--- src/rtl/sync_fifo_pkg.sv ---
// Shared helpers and defaults for the parametrised sync FIFO.
package sync_fifo_pkg;

    localparam int AE_THRESH_DEFAULT = 2;
    localparam int AF_MARGIN_DEFAULT = 2;

    function automatic int clog2_f(input int value);
        int r;
        r = 0;
        while ((1 << r) < value) r++;
        return r;
    endfunction

    // One extra bit so the count can represent a completely full FIFO.
    function automatic int count_w(input int addr_w);
        return addr_w + 1;
    endfunction

    function automatic int af_default(input int addr_w);
        return (1 << addr_w) - AF_MARGIN_DEFAULT;
    endfunction

endpackage

--- src/rtl/sync_fifo_param_if.sv ---
// Handshake/data bundle between a producer/consumer and sync_fifo_param.
interface sync_fifo_param_if #(
    parameter int DATA_W = 8,
    parameter int ADDR_W = 4
);
    logic              wr_en;
    logic [DATA_W-1:0] data_in;
    logic              rd_en;
    logic [DATA_W-1:0] data_out;
    logic              full;
    logic              empty;
    logic              almost_full;
    logic              almost_empty;
    logic [ADDR_W:0]   count;
    logic              overflow;
    logic              underflow;

    modport master (
        output wr_en, data_in, rd_en,
        input  data_out, full, empty, almost_full, almost_empty, count, overflow, underflow
    );

    modport slave (
        input  wr_en, data_in, rd_en,
        output data_out, full, empty, almost_full, almost_empty, count, overflow, underflow
    );
endinterface

--- src/rtl/sync_fifo_dpram.sv ---
// Storage for sync_fifo_param: one write port, one registered read port.
module sync_fifo_dpram #(
    parameter int DATA_W = 8,
    parameter int ADDR_W = 4
) (
    input  logic              clk,
    input  logic              rst_a,
    input  logic              we,
    input  logic [ADDR_W-1:0] waddr,
    input  logic [DATA_W-1:0] wdata,
    input  logic              re,
    input  logic [ADDR_W-1:0] raddr,
    output logic [DATA_W-1:0] rdata
);
    logic [DATA_W-1:0] mem [0:(1<<ADDR_W)-1];

    always_ff @(posedge clk) begin
        if (we) mem[waddr] <= wdata;
    end

    // Only the read register is cleared; the array keeps stale contents.
    always_ff @(posedge clk) begin
        if (rst_a)   rdata <= '0;
        else if (re) rdata <= mem[raddr];
    end
endmodule

--- src/rtl/sync_fifo_param.sv ---
// Parametrised single-clock FIFO with fill count, almost flags and error pulses.
// Define SYNC_FIFO_FWFT_EN for first-word-fall-through output.
module sync_fifo_param
    import sync_fifo_pkg::*;
#(
    parameter int DATA_W    = 8,
    parameter int ADDR_W    = 4,
    parameter int AF_THRESH = af_default(ADDR_W),
    parameter int AE_THRESH = AE_THRESH_DEFAULT
) (
    input  logic             clk,
    input  logic             rst_a,
    sync_fifo_param_if.slave bus
);
    localparam int DEPTH = 1 << ADDR_W;
    localparam int CNT_W = count_w(ADDR_W);
    localparam int PTR_W = clog2_f(DEPTH);

    localparam logic [CNT_W-1:0] DEPTH_C = CNT_W'(DEPTH);
    localparam logic [CNT_W-1:0] AF_C    = CNT_W'(AF_THRESH);
    localparam logic [CNT_W-1:0] AE_C    = CNT_W'(AE_THRESH);

    logic [PTR_W-1:0]  wr_ptr;
    logic [PTR_W-1:0]  rd_ptr;
    logic [CNT_W-1:0]  count_r;
    logic              ovf_r;
    logic              unf_r;
    logic              wr_acc;
    logic              rd_acc;
    logic              fetch;
    logic              empty_c;
    logic              full_c;
    logic [DATA_W-1:0] rdata;

    assign full_c = (count_r == DEPTH_C);
    assign wr_acc = bus.wr_en && !full_c;

`ifdef SYNC_FIFO_FWFT_EN
    // The RAM read register doubles as the prefetch stage; out_vld marks it live.
    logic out_vld;

    assign empty_c = !out_vld;
    assign rd_acc  = bus.rd_en && out_vld;
    assign fetch   = (count_r > CNT_W'(out_vld)) && (!out_vld || rd_acc);

    always_ff @(posedge clk) begin
        if (rst_a)       out_vld <= 1'b0;
        else if (fetch)  out_vld <= 1'b1;
        else if (rd_acc) out_vld <= 1'b0;
    end
`else
    assign empty_c = (count_r == '0);
    assign rd_acc  = bus.rd_en && !empty_c;
    assign fetch   = rd_acc;
`endif

    always_ff @(posedge clk) begin
        if (rst_a) begin
            wr_ptr  <= '0;
            rd_ptr  <= '0;
            count_r <= '0;
            ovf_r   <= 1'b0;
            unf_r   <= 1'b0;
        end else begin
            if (wr_acc) wr_ptr <= wr_ptr + PTR_W'(1);
            if (fetch)  rd_ptr <= rd_ptr + PTR_W'(1);
            case ({wr_acc, rd_acc})
                2'b10:   count_r <= count_r + CNT_W'(1);
                2'b01:   count_r <= count_r - CNT_W'(1);
                default: count_r <= count_r;
            endcase
            ovf_r <= bus.wr_en && full_c;
            unf_r <= bus.rd_en && empty_c;
        end
    end

    sync_fifo_dpram #(
        .DATA_W (DATA_W),
        .ADDR_W (ADDR_W)
    ) u_ram (
        .clk   (clk),
        .rst_a (rst_a),
        .we    (wr_acc),
        .waddr (wr_ptr),
        .wdata (bus.data_in),
        .re    (fetch),
        .raddr (rd_ptr),
        .rdata (rdata)
    );

    assign bus.data_out     = rdata;
    assign bus.full         = full_c;
    assign bus.empty        = empty_c;
    assign bus.almost_full  = (count_r >= AF_C);
    assign bus.almost_empty = (count_r <= AE_C);
    assign bus.count        = count_r;
    assign bus.overflow     = ovf_r;
    assign bus.underflow    = unf_r;
endmodule

--- src/flat_wrapper.sv ---
// flat-port wrapper written by rule: the top's interface ports become plain ports
module sync_fifo_param_flat import sync_fifo_pkg::*;
#(
    parameter int DATA_W    = 8,
    parameter int ADDR_W    = 4,
    parameter int AF_THRESH = af_default(ADDR_W),
    parameter int AE_THRESH = AE_THRESH_DEFAULT
)
  (clk, rst_a, bus_wr_en, bus_data_in, bus_rd_en, bus_data_out, bus_full, bus_empty, bus_almost_full, bus_almost_empty, bus_count, bus_overflow, bus_underflow);
  sync_fifo_param_if #(.DATA_W(DATA_W), .ADDR_W(ADDR_W)) bus_i ();
  input  logic clk;
  input  logic rst_a;
  input wire logic [$bits(bus_i.wr_en)-1:0] bus_wr_en;
  input wire logic [$bits(bus_i.data_in)-1:0] bus_data_in;
  input wire logic [$bits(bus_i.rd_en)-1:0] bus_rd_en;
  output wire logic [$bits(bus_i.data_out)-1:0] bus_data_out;
  output wire logic [$bits(bus_i.full)-1:0] bus_full;
  output wire logic [$bits(bus_i.empty)-1:0] bus_empty;
  output wire logic [$bits(bus_i.almost_full)-1:0] bus_almost_full;
  output wire logic [$bits(bus_i.almost_empty)-1:0] bus_almost_empty;
  output wire logic [$bits(bus_i.count)-1:0] bus_count;
  output wire logic [$bits(bus_i.overflow)-1:0] bus_overflow;
  output wire logic [$bits(bus_i.underflow)-1:0] bus_underflow;
  assign bus_i.wr_en = bus_wr_en;
  assign bus_i.data_in = bus_data_in;
  assign bus_i.rd_en = bus_rd_en;
  assign bus_data_out = bus_i.data_out;
  assign bus_full = bus_i.full;
  assign bus_empty = bus_i.empty;
  assign bus_almost_full = bus_i.almost_full;
  assign bus_almost_empty = bus_i.almost_empty;
  assign bus_count = bus_i.count;
  assign bus_overflow = bus_i.overflow;
  assign bus_underflow = bus_i.underflow;
  sync_fifo_param #(.DATA_W(DATA_W), .ADDR_W(ADDR_W), .AF_THRESH(AF_THRESH), .AE_THRESH(AE_THRESH)) u_core (.clk(clk), .rst_a(rst_a), .bus(bus_i));
endmodule
--- config.mk ---
export PLATFORM = sky130hd
export DESIGN_NAME = sync_fifo_param_flat
export DESIGN_NICKNAME = d
export VERILOG_FILES = /design/src/rtl/sync_fifo_pkg.sv /design/src/rtl/sync_fifo_param_if.sv /design/src/rtl/sync_fifo_dpram.sv /design/src/rtl/sync_fifo_param.sv /design/src/flat_wrapper.sv
export SDC_FILE = /design/constraint.sdc
export NUM_CORES = 1
export LEC_CHECK = 0
export BUFFER_PORTS_ARGS = -buffer_cell sky130_fd_sc_hd__buf_2
export CAP_MARGIN = 20
export CORE_MARGIN = 5
export CORE_UTILIZATION = 40
export CTS_BUF_LIST = sky130_fd_sc_hd__clkbuf_4 sky130_fd_sc_hd__clkbuf_8
export DETAILED_ROUTE_END_ITERATION = 6
export GPL_TIMING_DRIVEN = 0
export SLEW_MARGIN = 20
export SYNTH_ARGS = -nofsm -noshare
export SYNTH_HDL_FRONTEND = slang
export SYNTH_SLANG_ARGS = --single-unit
--- constraint.sdc ---
create_clock -name clk -period 6.2 [get_ports clk]
set_input_delay 1.24 -clock clk [delete_from_list [all_inputs] [get_ports clk]]
set_output_delay 1.24 -clock clk [all_outputs]
set_load 0.02 [all_outputs]
==> results of run 1 <==
==> cells by family (layout without fill, tap and decap cells) <==
| family | count (synthesis) | after routing | share of synthesized area |
|---|---|---|---|
| muxes | 42 | 42 | 0.117 |
| and+or+nand+nor | 79 | 79 | 0.0600 |
| DFF | 151 | 151 | 0.701 |
| adders and majority gates | 9 | 9 | 0.0184 |
| AOI/OAI and AO/OA | 52 | 52 | 0.0677 |
| xor gates and xnor gates | 9 | 9 | 0.0128 |
| buffers and inverters | 30 | 91 | 0.0222 |
==> worst paths after layout <==
kind	depth (start not counted)	to	start
worst max register to register	13	u_core.bus.count[2]$_SDFFE_PP0P_	u_core.bus.count[0]$_SDFFE_PP0P_
worst max-delay path	13	u_core.bus.count[2]$_SDFFE_PP0P_	u_core.bus.count[0]$_SDFFE_PP0P_
worst min-delay path	2	u_core.u_ram.rdata[7]$_SDFFE_PP0P_	u_core.u_ram.rdata[7]$_SDFFE_PP0P_
worst min register to register	2	u_core.u_ram.rdata[7]$_SDFFE_PP0P_	u_core.u_ram.rdata[7]$_SDFFE_PP0P_
==> layout make-up <==
| class | instances | area share |
|---|---|---|
| sequential | 151 | 0.616 |
| multi-input combinational | 191 | 0.245 |
| clock buffer | 19 | 0.0356 |
| tap | 188 | 0.0337 |
| clock inverter | 13 | 0.0290 |
| timing repair buffer | 29 | 0.0208 |
| buffer | 23 | 0.0154 |
| inverter | 7 | 0.00412 |
==> critical path, stage by stage (launching register included) <==
cell      delay (ps)
dfxtp_1          400
or4_1            590
buf_6            170
o21ai_4          210
inv_4             80
buf_6            170
ha_1             210
clkbuf_1         200
xor2_1           190
ha_1             230
a21oi_1          150
xnor2_1           90
or3_1            310
a21oi_1          160
==> stage by stage <==
step                total power, mW  instance area, sq um  utilization  std cells
floorplan                      1.76                  6140            -        372
global placement               1.95                  6520        0.430        589
detailed placement             1.97                  6540        0.432        589
CTS                            2.81                  6990        0.461        621
global route                   2.92                  6990        0.461        621
finish                         2.78                  6990        0.461        621
==> power groups by stage <==
stage | Sequential, mW | Combinational [mW] | Clock (mW)
2_1_floorplan | 1.28 | 0.478 | 0
3_3_place_gp | 1.24 | 0.709 | 0
3_5_place_dp | 1.25 | 0.720 | 0
4_1_cts | 1.22 | 0.723 | 0.863
5_1_grt | 1.23 | 0.783 | 0.907
6_report | 1.22 | 0.715 | 0.846
==> sequential cells by signal, summed over array words and instances (netlist names) <==
| name | count |
|---|---|
| u_core.u_ram.mem | 128 |
| u_core.bus.count | 5 |
| u_core.u_ram.rdata | 8 |
| u_core.bus.underflow | 1 |
| u_core.bus.overflow | 1 |
| u_core.wr_ptr | 4 |
| u_core.rd_ptr | 4 |
==> cell usage in the layout, fill, tap and decap left out, types with 10 or more instances in the layout <==
cell,count
edfxtp_1,128
nor2_1,36
buf_2,34
mux4_2,24
dfxtp_1,23
mux2i_1,18
clkbuf_8,17
nand2_1,15
clkbuf_1,14
a21oi_1,10
==> per-layer routing <==
metal	part of all wire	vias up	GRT usage
li1	-	1561	-
met2	0.49	98	0.245
met3	0.072	14	0.0424
met1	0.43	1733	0.206
met4	0.014	0	0.0531
met5	0	-	0
==> metrics, run 1 <==
status finished, final reports clean; post-CTS resize count 0; gr ovfl total 0; WHS 507 ps; clock latency on the worst-skew pair between 400 and 500 ps; Worst Setup End Kind flop; fraction of layout cells with a size suffix above 1 0.238; Worst Setup Slack post-DPL 2560 ps; Die H 134 um; crit path DAT 3600 ps; Tcrit/Tclk final 0.521; Synth top area share 0.626; Hold/Removal Path Class flop to flop; yosys warns 0; Die Wd 134 um; total track usage 0.154; critical path launch point type flop; FILL cells approximately 1300; Top FF cell, synth edfxtp_1; die area 17900 sq um; initial cell density of the core 0.405; peak fanout along the critical path 11; Buffers on Ports 29; largest net degree at the start of global routing 17; setup TNS 0 ps; drt initial violations 228; core box area 15100 sq um; Gate power share 0.257; IO Pins 31; Synth area leader edfxtp_1; Via Count 3406; FFs w/ async S/R, synth 0; PwrDens 398 nW/um^2; DR pass1 iterations 4; synth cell count leaders edfxtp_1 (128), nor2_1 (36), mux4_2 (24), dfxtp_1 (23), mux2i_1 (18); most common cell in the netlist edfxtp_1; Worst-Margin Slew 886 ps; Net Sw Frac 0.303; area grow syn2layout 13.9%; antenna cells 0; clock sinks 151; Mapped Nets a little under 400; # setup viols final 0; DRC viols 0; hold bufs inserted after CTS 0; Avg WL per Cell 20.8 um; Yosys cell types 45; WS Path Type flop to flop; Layout Nets around 440; RePlAce Congestion about 0.89; first-pass GRT wire length 20200 um; sw power 844 uW; Slew headroom 0.407; f_max 309 MHz; initial antenna violation count 0; routed wire length 12900 um; setup ws final 2970 ps; Internal 1.94 mW; main area contributors after synthesis edfxtp_1 (63%), mux4_2 (8.8%), dfxtp_1 (7.5%); Hold Violations, Final 0; RSZ-0062 raised after global routing false; Max Cap Violations 0; Static Leakage 2.31 nW; Netlist Area Pre-Place 6140 sq um; number of global-route vias before repair 3454; Vias per Instance 5.48; area of the multi-input gates 1720 sq um; register area share after synthesis 0.701; cts bufs inserted 17; CTS tree built; DRT antenna net count 0; Reg area 4300 sq um; FP Rows 45; worst reg2reg setup slack 2970 ps; Synth Instances approximately 370; Pins Over Slew Limit 0; Clock power frac 0.304; DP HPWL 8630 um; Seq cells post-synth 151; Worst-path clk slew 80 ps; Critical Path RT ~6600 ps; Mapped Avg Cell Area around 16 sq um; CTS max path bufs 2; H-Tree Depth 4; Reg power frac 0.439; Post-synth EDFFs about 130; skew final approximately 10 ps; worst IR drop on VDD 227 uV; post-route minimum period 3230 ps; Post-CTS Setup Inserts 0; CTS Root Cell clkbuf_8
Note: power is estimated with default switching activity, not from simulation.
==> run 2, diff against run 1 <==
Clock period 6.2 ns to 2.9 ns, I/O delays scaled along.
==> run 2 against run 1 <==
  * Clock skew up 4.4 ps
  * Routed wire length rose by 0.68%
  * Cell count increased by 0.32%
  * Worst setup slack lost 2800 ps
  * Critical path depth down 1
  * Critical path type unchanged
  * Largest cell class unchanged
==> metrics, run 2 (synthesis gave the netlist of run 1 again) <==
status finished, final reports clean (unchanged); H-Tree Depth 4 (unchanged); Final Util 0.464 (was 0.461); Worst R2R Start u_core.bus.count[0]$_SDFFE_PP0P_ (unchanged); Vias per Instance 5.42 (was 5.48); initial antenna violation count 0 (unchanged); cell count after placement 589 (unchanged); Hold/Removal Path Class input pin to flop (was flop to flop); worst reg2reg setup slack 130 ps (was 2970 ps); RePlAce Congestion 0.904 (was 0.886); Worst Setup Slack post-DPL -211 ps (was 2560 ps); # setup viols final 0 (unchanged); Layout Nets 443 (was 441); CP Launch Point u_core.bus.count[0]$_SDFFE_PP0P_ (unchanged); WS Path Type flop to flop (unchanged); Worst path slowest cell or4_4 (was or4_1); peak fanout along the critical path 17 (was 11); Die Wd 134 um (unchanged); most frequent cells in the layout edfxtp_1 (128), nor2_1 (36), buf_2 (34), mux4_2 (24), dfxtp_1 (22) (was edfxtp_1 (128), nor2_1 (36), buf_2 (34), mux4_2 (24), dfxtp_1 (23)); met3 WL post-DR 728 um (was 928 um); met2 WL 6220 um (was 6320 um); die area 17900 sq um (unchanged); Worst-Margin Slew 843 ps (was 886 ps); critical path launch point type flop (unchanged); gr ovfl total 0 (unchanged); clock latency on the worst-skew pair 450 ps (was 440 ps); Die H 134 um (unchanged); DRC viols 0 (unchanged); Slew headroom 0.436 (was 0.407); Worst-path clk slew 80 ps (about the same); setup ws final 135 ps (was 2970 ps); post-route cell area 7020 sq um (was 6990 sq um); drt initial violations 262 (was 228); HP Start bus_wr_en (was u_core.u_ram.rdata[7]$_SDFFE_PP0P_); DP Area 6540 sq um (about the same); Static Leakage 2.31 nW (about the same); wl on met1 5960 um (was 5520 um); DRT antenna net count 0 (unchanged); skew final 14.9 ps (was 10.5 ps); Pins Over Slew Limit 0 (unchanged); f_max 362 MHz (was 309 MHz); IO Pins 31 (unchanged); FILL cells 1332 (was 1335); clock sinks 151 (unchanged); CP cell instances or4_4, buf_6, o21ai_4, inv_6, ha_2, clkbuf_8, xor2_2, ha_2, a211o_1, a21oi_2, a211o_1, nand3_1 (was or4_1, buf_6, o21ai_4, inv_4, buf_6, ha_1, clkbuf_1, xor2_1, ha_1, a21oi_1, xnor2_1, or3_1, a21oi_1); CTS Root Cell clkbuf_8 (unchanged); RSZ-0062 raised after global routing false (unchanged); CTS max path bufs 2 (unchanged); final std cells w/o fill 623 (was 621); Tcrit/Tclk final 0.954 (was 0.521); Crit path max-delay family compound AO/OA/AOI/OAI gates (was simple AND/OR/NAND/NOR gates); fraction of layout cells with a size suffix above 1 0.278 (was 0.238); total track usage 0.155 (was 0.154); DP HPWL 8580 um (was 8630 um); Max Cap Violations 0 (unchanged); Worst Setup End Kind flop (unchanged); Biggest register u_core.u_ram.mem (unchanged); FP Rows 45 (unchanged); post-route minimum period 2770 ps (was 3230 ps); Buffers on Ports 29 (unchanged); routed wire length 13000 um (was 12900 um); Via Count 3375 (was 3406); area grow syn2layout 14.4% (was 13.9%); WHS 410 ps (was 507 ps); worst IR drop on VDD 483 uV (was 227 uV); first-pass GRT wire length 20200 um (about the same); initial cell density of the core 0.405 (unchanged); CTS tree built (unchanged); antenna cells 0 (unchanged); PwrDens 844 nW/um^2 (was 398 nW/um^2); CP Buf/Inv Count 3 (was 4); core box area 15100 sq um (unchanged); Critical Path RT 3240 ps (was 6570 ps); number of global-route vias before repair 3446 (was 3454); largest net degree at the start of global routing 17 (unchanged); Avg WL per Cell 20.9 um (was 20.8 um); Critical Path Max Stage Delay 530 ps (was 590 ps); crit path DAT 3100 ps (was 3600 ps); most common cell after layout, fill and taps aside edfxtp_1 (unchanged); DR pass1 iterations 4 (unchanged); highest routed metal layer met4 (unchanged); max reg flops 128 (unchanged); cts bufs inserted 17 (unchanged); Hold Violations, Final 0 (unchanged)
[run 2: cell count changes in the layout (fill, tap and decap cells not counted), sizes merged]
cell,previous run,this run
buf,38,41
bufinv,5,3
clkbuf,33,31
clkinvlp,2,4
inv,8,10
clkinv,5,4
[run 2: through the flow]
stage / power, mW / setup TNS [ps]
after floorplan: 3.76 / 0
after global placement: 4.18 / -3460
after detailed placement: 4.21 / -406
after CTS: 5.95 / 0
after global routing: 6.24 / 0
final: 5.93 / 0
[run 2: routing by layer]
metal | track usage | vias up
met5 | 0 | -
met4 | 0.0423 | 0
met3 | 0.0428 | 14
met2 | 0.242 | 92
met1 | 0.215 | 1712
li1 | - | 1557
[run 2: report_power, final]
part | switching, mW | internal, mW | leakage, nW
clock | 0.804 | 0.865 | 0.197
sequential | 0.101 | 2.51 | 1.34
combinational | 0.973 | 0.676 | 0.767
total | 1.88 | 4.05 | 2.31
[run 2: area by class of cell]
cell class                      instances  area (sq um)  share of cell area
Tap cell                              188           235              0.0335
Inverter                                7          31.3             0.00446
Timing Repair Buffer                   33           175              0.0250
Multi-Input combinational cell        191          1750               0.250
Buffer                                 21           105              0.0150
Clock inverter                         14           173              0.0246
Sequential cell                       151          4310               0.614
Clock buffer                           18           241              0.0344
[run 2: final timing paths]
path | end | cells past startpoint
setup / recovery | u_core.bus.count[4]$_SDFFE_PP0P_ | 12
hold / removal | u_core.bus.overflow$_SDFF_PP0_ | 3
setup reg to reg | u_core.bus.count[4]$_SDFFE_PP0P_ | 12
hold reg to reg | u_core.u_ram.rdata[7]$_SDFFE_PP0P_ | 2
[run 2: what timing repair did]
action | in CTS | in global routing
resized for setup | 10 | 8
setup buffers | 3 | 1
setup endpoints to repair | 2 | 3
pin swaps | 2 | 2
endpoints found under the hold margin | 0 | 0
hold buffers | 0 | 0
[run 2: worst register-to-register path, delay by kind of cell, from the launching register on]
family / cells / cell delay [ps]
AO/OA/AOI/OAI: 4 / 750
XOR/XNOR: 1 / 140
adder cells (fa/ha/maj): 2 / 410
buffers and inverters: 3 / 430
flip-flops: 1 / 350
AND/OR/NAND/NOR: 2 / 590
==> run 3, diff against run 2 <==
Settings changed: CORE_MARGIN 5 to 1.5, RECOVER_POWER from default to 50.
==> run 3 against run 2 <==
  * Register-to-register slack is essentially flat
  * Critical path depth is the same
  * Cell count is the same
  * Combinational power is essentially flat
  * Sequential power is essentially flat
  * Clock skew shrank 4.6 ps
  * Hold slack lost 22 ps
  * Maximum frequency shrank 0.25%
  * Non-clock buffer count grew 2
  * Worst setup slack lost 7.0 ps
  * Core utilization shrank 0.47 points
  * Highest routed layer unchanged
==> metrics, run 3 (synthesis gave the netlist of run 1 again) <==
PwrDens 821 nW/um^2 (was 844 nW/um^2); total track usage 0.175 (was 0.155); drt initial violations 251 (was 262); setup ws final 128 ps (was 135 ps); DRC viols 0 (unchanged); FP Rows 45 (unchanged); Avg WL per Cell 21.0 um (was 20.9 um); Die H 127 um (was 134 um); Hold Violations, Final 0 (unchanged); CTS max path bufs 2 (unchanged); Static Leakage 2.23 nW (was 2.31 nW); most frequent cells in the layout edfxtp_1 (128), nor2_1 (36), clkbuf_1 (32), mux4_2 (24), dfxtp_1 (23) (was edfxtp_1 (128), nor2_1 (36), buf_2 (34), mux4_2 (24), dfxtp_1 (22)); CTS tree built (unchanged); Buffers on Ports 29 (unchanged); post-route minimum period 2770 ps (about the same); Tcrit/Tclk final 0.956 (was 0.954); DRT antenna net count 0 (unchanged); antenna cells 0 (unchanged); status finished, final reports clean (unchanged); Clock power frac 0.252 (was 0.282); Slew headroom 0.428 (was 0.436); area of the multi-input gates 1740 sq um (was 1750 sq um); clock latency on the worst-skew pair 460 ps (was 450 ps); Vias per Instance 5.53 (was 5.42); Worst Setup End Kind flop (unchanged); RSZ-0062 raised after global routing false (unchanged); cts bufs inserted 17 (unchanged); hold bufs inserted after CTS 0 (unchanged); die area 16100 sq um (was 17900 sq um); clock sinks 151 (unchanged); crit path DAT 3120 ps (was 3100 ps); Hold/Removal Path Class input pin to flop (unchanged); DP HPWL 8640 um (was 8580 um); # setup viols final 0 (unchanged); FILL cells 1317 (was 1332); number of global-route vias before repair 3478 (was 3446); Layout Nets 445 (was 443); Max Cap Violations 0 (unchanged); gr ovfl total 0 (unchanged); Internal 3.84 mW (was 4.05 mW); Net Sw Frac 0.325 (was 0.317); first-pass GRT wire length 19900 um (was 20200 um); Final Util 0.459 (was 0.464); H-Tree Depth 4 (unchanged); sw power 1.85 mW (was 1.88 mW); fraction of layout cells with a size suffix above 1 0.223 (was 0.278); CTS Root Cell clkbuf_8 (unchanged); Pins Over Slew Limit 0 (unchanged); Critical Path RT 3250 ps (was 3240 ps); WHS 389 ps (was 410 ps); skew final 10.2 ps (was 14.9 ps); cell count after placement 589 (unchanged); largest net degree at the start of global routing 18 (was 17); WS Path Type flop to flop (unchanged); max reg flops 128 (unchanged); most common cell after layout, fill and taps aside edfxtp_1 (unchanged); area grow syn2layout 12.8% (was 14.4%); IO Pins 31 (unchanged); f_max 361 MHz (was 362 MHz); DR pass1 iterations 4 (unchanged); final std cells w/o fill 623 (unchanged); Via Count 3444 (was 3375); Die Wd 127 um (was 134 um); critical path launch point type flop (unchanged); Reg area 4300 sq um (was 4310 sq um); worst reg2reg setup slack 130 ps (about the same); initial antenna violation count 0 (unchanged); Worst-path clk slew 80 ps (about the same); routed wire length 13100 um (was 13000 um); Worst Setup Slack post-DPL -218 ps (was -211 ps); Biggest register u_core.u_ram.mem (unchanged); worst IR drop on VDD 457 uV (was 483 uV); setup TNS 0 ps (unchanged); Worst-Margin Slew 858 ps (was 843 ps); peak fanout along the critical path 9 (was 17); Gate power share 0.288 (was 0.278); core box area 15100 sq um (about the same); RePlAce Congestion 0.825 (was 0.904); Reg power frac 0.460 (was 0.440); initial cell density of the core 0.407 (was 0.405)
[run 3: cell type report]
| class | count | area share |
|---|---|---|
| Buffer | 21 | 0.0152 |
| Timing Repair Buffer | 35 | 0.0235 |
| Inverter | 7 | 0.00452 |
| Multi-Input combinational cell | 191 | 0.252 |
| Clock buffer | 17 | 0.0338 |
| Sequential cell | 151 | 0.622 |
| Tap cell | 188 | 0.0340 |
| Clock inverter | 13 | 0.0155 |
[run 3: what timing repair did]
| action | 4_1_cts | 5_1_grt |
|---|---|---|
| setup endpoints to repair | 2 | 3 |
| pin swaps | 3 | 2 |
| gates resized for setup | 10 | 7 |
| cloned | 0 | 0 |
| setup buffers | 2 | 4 |
[run 3: metrics by stage]
| step | area [sq um] | power (mW) |
|---|---|---|
| detailed placement | 6540 | 4.21 |
| CTS | 6910 | 5.68 |
| floorplan | 6140 | 3.76 |
| global placement | 6520 | 4.17 |
| finish | 6920 | 5.69 |
| global route | 6920 | 5.96 |
[run 3: metal layers]
layer	GRT usage	share of wire	up-vias
met5	0	0	-
li1	-	-	1567
met2	0.283	0.49	101
met1	0.228	0.44	1756
met4	0.0608	0.013	0
met3	0.0485	0.060	20
[run 3: worst paths after layout]
kind / startpoint / to / depth (start not counted)
worst max-delay path: u_core.bus.count[0]$_SDFFE_PP0P_ / u_core.bus.count[4]$_SDFFE_PP0P_ / 12
worst min-delay path: bus_wr_en / u_core.bus.overflow$_SDFF_PP0_ / 3
worst max register to register: u_core.bus.count[0]$_SDFFE_PP0P_ / u_core.bus.count[4]$_SDFFE_PP0P_ / 12
worst min register to register: u_core.u_ram.rdata[6]$_SDFFE_PP0P_ / u_core.u_ram.rdata[6]$_SDFFE_PP0P_ / 2
[run 3: critical path: stages (launching register included)]
cell,delay [ps]
dfxtp_1,330
or4_4,540
buf_6,160
o21ai_4,170
clkinv_4,100
ha_1,210
clkbuf_8,170
xor2_1,140
ha_2,200
a211o_1,280
a21oi_2,160
a211o_1,130
nand3_1,70
[run 3: power by group through the flow]
| stage | sequential [mW] | combinational, mW | clock, mW |
|---|---|---|---|
| 2_1_floorplan | 2.73 | 1.02 | 0 |
| 3_3_place_gp | 2.66 | 1.52 | 0 |
| 3_5_place_dp | 2.66 | 1.55 | 0 |
| 4_1_cts | 2.61 | 1.60 | 1.46 |
| 5_1_grt | 2.63 | 1.78 | 1.55 |
| 6_report | 2.61 | 1.64 | 1.43 |
